--- config.mk ---
export PLATFORM = sky130hd
export DESIGN_NAME = pc_unit
export DESIGN_NICKNAME = d
export VERILOG_FILES = /design/src/rtl/pc_unit.sv
export SDC_FILE = /design/constraint.sdc
export NUM_CORES = 1
export LEC_CHECK = 0
export BUFFER_PORTS_ARGS = -buffer_cell sky130_fd_sc_hd__buf_2
export CAP_MARGIN = 0
export CORE_MARGIN = 5
export CORE_UTILIZATION = 45
export DETAILED_ROUTE_END_ITERATION = 8
export HOLD_SLACK_MARGIN = 0.1
export PLACE_DENSITY_LB_ADDON = 0.08
export SYNTH_ARGS = -nofsm -noshare
export SYNTH_HDL_FRONTEND = slang
export SYNTH_SLANG_ARGS = --single-unit
export TNS_END_PERCENT = 1
--- constraint.sdc ---
create_clock -name clock -period 2.25 [get_ports clock]
set_input_delay 0.45 -clock clock [delete_from_list [all_inputs] [get_ports clock]]
set_output_delay 0.45 -clock clock [all_outputs]
set_load 0.01 [all_outputs]
--- src/rtl/pc_unit.sv ---
// Program-counter stage: stall hold, redirect, sequential increment and call/return prediction.
// Optional return-address stack enabled by defining PC_RAS_EN; without it calls are plain jumps.
module pc_unit #(
    parameter int               XLEN         = 32,
    parameter logic [XLEN-1:0]  RESET_VECTOR = '0,
    parameter int               INSTR_BYTES  = 4,
    parameter int               RAS_DEPTH    = 4
) (
    input  logic            clock,
    input  logic            reset_n,
    input  logic            stall,
    input  logic            redirect_valid,
    input  logic [XLEN-1:0] redirect_pc,
    input  logic            call_valid,
    input  logic [XLEN-1:0] call_target,
    input  logic            ret_valid,
    output logic [XLEN-1:0] pc_out,
    output logic [XLEN-1:0] pc_plus,
    output logic            ras_empty,
    output logic            ras_full,
    output logic            ret_miss,
    output logic            misaligned
);

    localparam logic [XLEN-1:0] ALIGN_MASK = ~(XLEN'(INSTR_BYTES - 1));
    localparam logic [XLEN-1:0] STEP       = XLEN'(INSTR_BYTES);

    logic [XLEN-1:0] r_pc;
    logic            r_retMiss;
    logic            r_misaligned;

    logic [XLEN-1:0] w_pcPlus;
    logic [XLEN-1:0] w_pcNext;
    logic            w_misNext;
    logic            w_missNext;

    assign w_pcPlus = r_pc + STEP;

`ifdef PC_RAS_EN
    localparam int CW = $clog2(RAS_DEPTH + 1);
    localparam int PW = $clog2(RAS_DEPTH);

    // r_ptr is the next free slot; the top entry sits one below it, wrapping circularly
    logic [XLEN-1:0] r_ras [RAS_DEPTH];
    logic [PW-1:0]   r_ptr;
    logic [CW-1:0]   r_count;

    logic [PW-1:0]   w_topIdx;
    logic [XLEN-1:0] w_top;
    logic            w_empty;
    logic            w_full;
    logic            w_push;
    logic            w_pop;
    logic            w_swap;

    assign w_topIdx = r_ptr - 1'b1;
    assign w_top    = r_ras[w_topIdx];
    assign w_empty  = (r_count == '0);
    assign w_full   = (r_count == CW'(RAS_DEPTH));
`endif

    always_comb begin
        w_pcNext   = w_pcPlus;
        w_misNext  = 1'b0;
        w_missNext = 1'b0;
`ifdef PC_RAS_EN
        w_push     = 1'b0;
        w_pop      = 1'b0;
        w_swap     = 1'b0;
`endif
        if (redirect_valid) begin
            w_pcNext  = redirect_pc & ALIGN_MASK;
            w_misNext = |(redirect_pc & ~ALIGN_MASK);
        end else if (stall) begin
            w_pcNext = r_pc;
`ifdef PC_RAS_EN
        end else if (call_valid && ret_valid && !w_empty) begin
            w_pcNext = w_top;
            w_swap   = 1'b1;
        end else if (call_valid) begin
            w_pcNext = call_target & ALIGN_MASK;
            w_push   = 1'b1;
        end else if (ret_valid) begin
            if (!w_empty) begin
                w_pcNext = w_top;
                w_pop    = 1'b1;
            end else begin
                w_missNext = 1'b1;
            end
`else
        end else if (call_valid) begin
            w_pcNext = call_target & ALIGN_MASK;
`endif
        end
    end

    always_ff @(posedge clock or negedge reset_n) begin
        if (!reset_n) begin
            r_pc         <= RESET_VECTOR;
            r_retMiss    <= 1'b0;
            r_misaligned <= 1'b0;
        end else begin
            r_pc         <= w_pcNext;
            r_retMiss    <= w_missNext;
            r_misaligned <= w_misNext;
        end
    end

`ifdef PC_RAS_EN
    // On overflow the pointer keeps advancing, silently overwriting the oldest entry
    always_ff @(posedge clock or negedge reset_n) begin
        if (!reset_n) begin
            r_ptr   <= '0;
            r_count <= '0;
        end else if (w_push) begin
            r_ptr <= r_ptr + 1'b1;
            if (!w_full) begin
                r_count <= r_count + 1'b1;
            end
        end else if (w_pop) begin
            r_ptr   <= r_ptr - 1'b1;
            r_count <= r_count - 1'b1;
        end
    end

    always_ff @(posedge clock) begin
        if (w_push) begin
            r_ras[r_ptr] <= w_pcPlus;
        end else if (w_swap) begin
            r_ras[w_topIdx] <= w_pcPlus;
        end
    end

    assign ras_empty = w_empty;
    assign ras_full  = w_full;
`else
    logic w_unusedRet;
    assign w_unusedRet = ret_valid;
    assign ras_empty   = 1'b1;
    assign ras_full    = 1'b0;
`endif

    assign pc_out     = r_pc;
    assign pc_plus    = w_pcPlus;
    assign ret_miss   = r_retMiss;
    assign misaligned = r_misaligned;

endmodule

==> run_results.csv <==
group,metric,value,unit
outcome,status,"finished, violations left",
outcome,violations,"negative setup slack",
floorplan,core,5140,sq um
placement,dp_hpwl,5560,microns
critical_path,endpoint_kind,"primary output",
drt,met3_length,578,microns
cts,clk_pin_slew,0.07,ns
layout,final-seq-area,778,sq um
critical_path,r2r_slack,0.45,ns
placement,port_buffers,127,
cts,clock_sinks,31,
drt,ant_nets,0,
drt,vias,2693,
flow_run,maxCapViolCount,0,
placement,place_congestion,0.841,
floorplan,row_count,26,
cts,cts_max_level,2,
timing,slew_violations,0,
placement,place_worst_setup_slack,0.0701,ns
pwr,swShare,36.0,%
pwr,power_leakage,1.75,nW
pwr,pwr-share-clk,24.2,%
critical_path,cp-start-kind,"register",
synthesis,ys_warn_count,0,
pwr,power.total,1.78,mW
timing,fin_ws,-0.0616,ns
global_routing,grt_max_degree,63,
drt,m1WireLength,3440,microns
pwr,powerDensity,519,nW/um^2
synthesis,synthFlopType,"dfrtp_1",
pwr,peakVddDrop,0.270,mV
layout,synthToLayoutAreaGrowth,43.1,%
global_routing,gr-total-overflow,0,
cts,insertion_delay,0.28,ns
timing,fin_crit,2.31,ns
global_routing,grt_first_pass_wirelength,12900,microns
layout,layout_commonest_cell,"buf_2",
pwr,p_int,1.14,mW
layout,nets,515,
timing,relSlewSlack,23.3,%
critical_path,crit_required,1.80,ns
timing,setup_viol,7,
critical_path,cp_cell_sequence,"nand2_2 > nor4_4 > buf_4 > nand4_1 > xnor2_1 > buf_2",
pwr,pwr-share-comb,36.9,%
drt,wl,7780,microns
floorplan,die-width,82.9,microns
synthesis,synth_seq_cells,31,
critical_path,startpoint,"pc_out[14]$_DFFE_PN0P_",
global_routing,antenna_found_initial,0,
layout,fill_cells,461,
synthesis,synth_cells,304,
global_routing,grt_pass1_vias,2681,
layout,multi_input_area,1610,sq um
floorplan,io_pins,138,
critical_path,crit_type,"register to primary output",
synthesis,synth_edf_count,0,
timing,fmax,0.433,GHz
floorplan,die_area,6870,sq um
critical_path,cpPeakStageDelay,0.43,ns
floorplan,start_util,46.5,%
cts,cts.path.max_buffers,2,
drt,drtIter0Drc,184,
layout,finalNonFillerCells,515,
cts,cts_buffers,5,
placement,placed_area,3190,sq um
pwr,power.switching,0.640,mW
timing,final.setup_skew,0.00133,ns
synthesis,yosysSeqAreaShare,32.4,%
critical_path,path_buf_inv,2,
drt,top_layer,"met4",
drt,wl_per_cell,15.1,microns
global_routing,grt_use_total,22.0,%
drt,firstDrtPassIters,4,
critical_path,path_delay_family,"simple AND/OR/NAND/NOR gates",
cts,cts_hold_buf,0,
drt,wl_met2,3680,microns
layout,num_antenna_cells,0,
critical_path,critPathMaxFanout,4,
synthesis,synth_area,2390,sq um
synthesis,syn_avg_cell_area,7.87,sq um
hold_path,min-delay-path-class,"primary input to asynchronous set/reset pin",
pwr,seqPwrFrac,38.9,%
drt,drc,0,
critical_path,reg2reg_from,"pc_out[2]$_DFFE_PN0P_",
synthesis,ys_async_sr_fraction,100,%
critical_path,reg2reg_depth,7,
cts,cts_tree,"yes",
floorplan,die_h,82.9,microns
layout,mostFrequentLayoutCells,"127 x buf_2, 54 x nor2_1, 33 x nand2_1, 31 x a21oi_1, 29 x dfrtp_1",
critical_path,crit_slowest_cell,"dfrtp_1",
layout,drive_above_1_share,42.9,%
synthesis,synth.distinct_cells,37,
timing,grt_setup_unrepaired,"yes",
drt,routed_via_density,5.23,
timing,hold_viol_final,0,
critical_path,crit_arrival,1.86,ns
timing,worst_pin_slew,1.14,ns
placement,dp_cells,502,
timing,finalCritPeriodShare,103,%
critical_path,reg2reg_to,"pc_out[24]$_DFFE_PN0P_",
cts,root_buffer,"clkbuf_8",
layout,final_area,3420,sq um
==> power by group through the flow <==
stage	clock, mW	sequential [mW]	combinational, mW
after floorplan	0	0.730	0.302
after global placement	0	0.693	0.621
after detailed placement	0	0.694	0.628
after CTS	0.445	0.684	0.648
after global routing	0.472	0.703	0.721
final	0.430	0.692	0.656
==> per-layer routing <==
layer  global-route usage (%)  vias to the layer above
li1                         -                     1343
met1                     29.1                     1234
met2                     35.6                      109
met3                     5.54                        7
met4                     5.94                        0
met5                        0                        -
==> cells by family after synthesis <==
| logic type | Yosys count | share of synthesized area, % |
|---|---|---|
| AOI/OAI and AO/OA | 66 | 19.5 |
| DFF | 31 | 32.4 |
| xor gates and xnor gates | 28 | 10.3 |
| buffers and inverters | 32 | 6.17 |
| and+or+nand+nor | 137 | 27.8 |
| other | 2 | 0.314 |
| adders and majority gates | 1 | 0.523 |
| muxes | 7 | 3.09 |
==> how the worst max path moves through the flow <==
stage             endpoint  cells after the start
2_1_floorplan  pc_plus[28]                      5
3_3_place_gp   pc_plus[31]                      6
3_5_place_dp   pc_plus[31]                      6
4_1_cts        pc_plus[30]                      7
5_1_grt        pc_plus[31]                      6
6_report       pc_plus[25]                      6
==> repair_timing <==
item / in CTS / in global routing
resized for setup: 7 / 14
endpoints found under the setup margin: 17 / 20
pin swaps: 5 / 3
setup buffers: 5 / 0
==> per-stage QoR <==
stage	hold WS [ns]	setup TNS [ns]	utilization (%)
CTS	0.244	-0.524	65.0
finish	0.232	-0.280	66.6
global route	0.286	-1.90	66.6
global placement	0.557	0	62.0
floorplan	0.154	0	-
detailed placement	0.552	0	62.0
==> layout make-up <==
type / instances / share of cell area, %
multi-input cells: 246 / 46.9
repair buffers: 156 / 25.0
flip-flops and latches: 31 / 22.7
well taps: 70 / 2.56
clock buffers: 7 / 2.23
inverters: 4 / 0.438
clock inverters: 1 / 0.146
==> sequential cells by signal, summed over array words and instances (netlist names) <==
register    cells
pc_out         30
misaligned      1
==> cell usage after synthesis, types with 4 or more instances <==
cell type  instances  area, sq um
nand3_1           17         85.1
a221o_1           20          200
o21ai_0            6         30.0
nand2_1           34          128
mux2i_1            4         40.0
a21oi_1           31          155
dfrtp_1           31          776
nand4_1            8         50.1
buf_4              7         52.6
xnor2_1           17          149
nor2_1            56          210
clkbuf_1          17         63.8
inv_1              4         15.0
nor3_1             6         30.0
xor2_1            11         96.3
No activity file was read; power rests on OpenSTA's default activity.
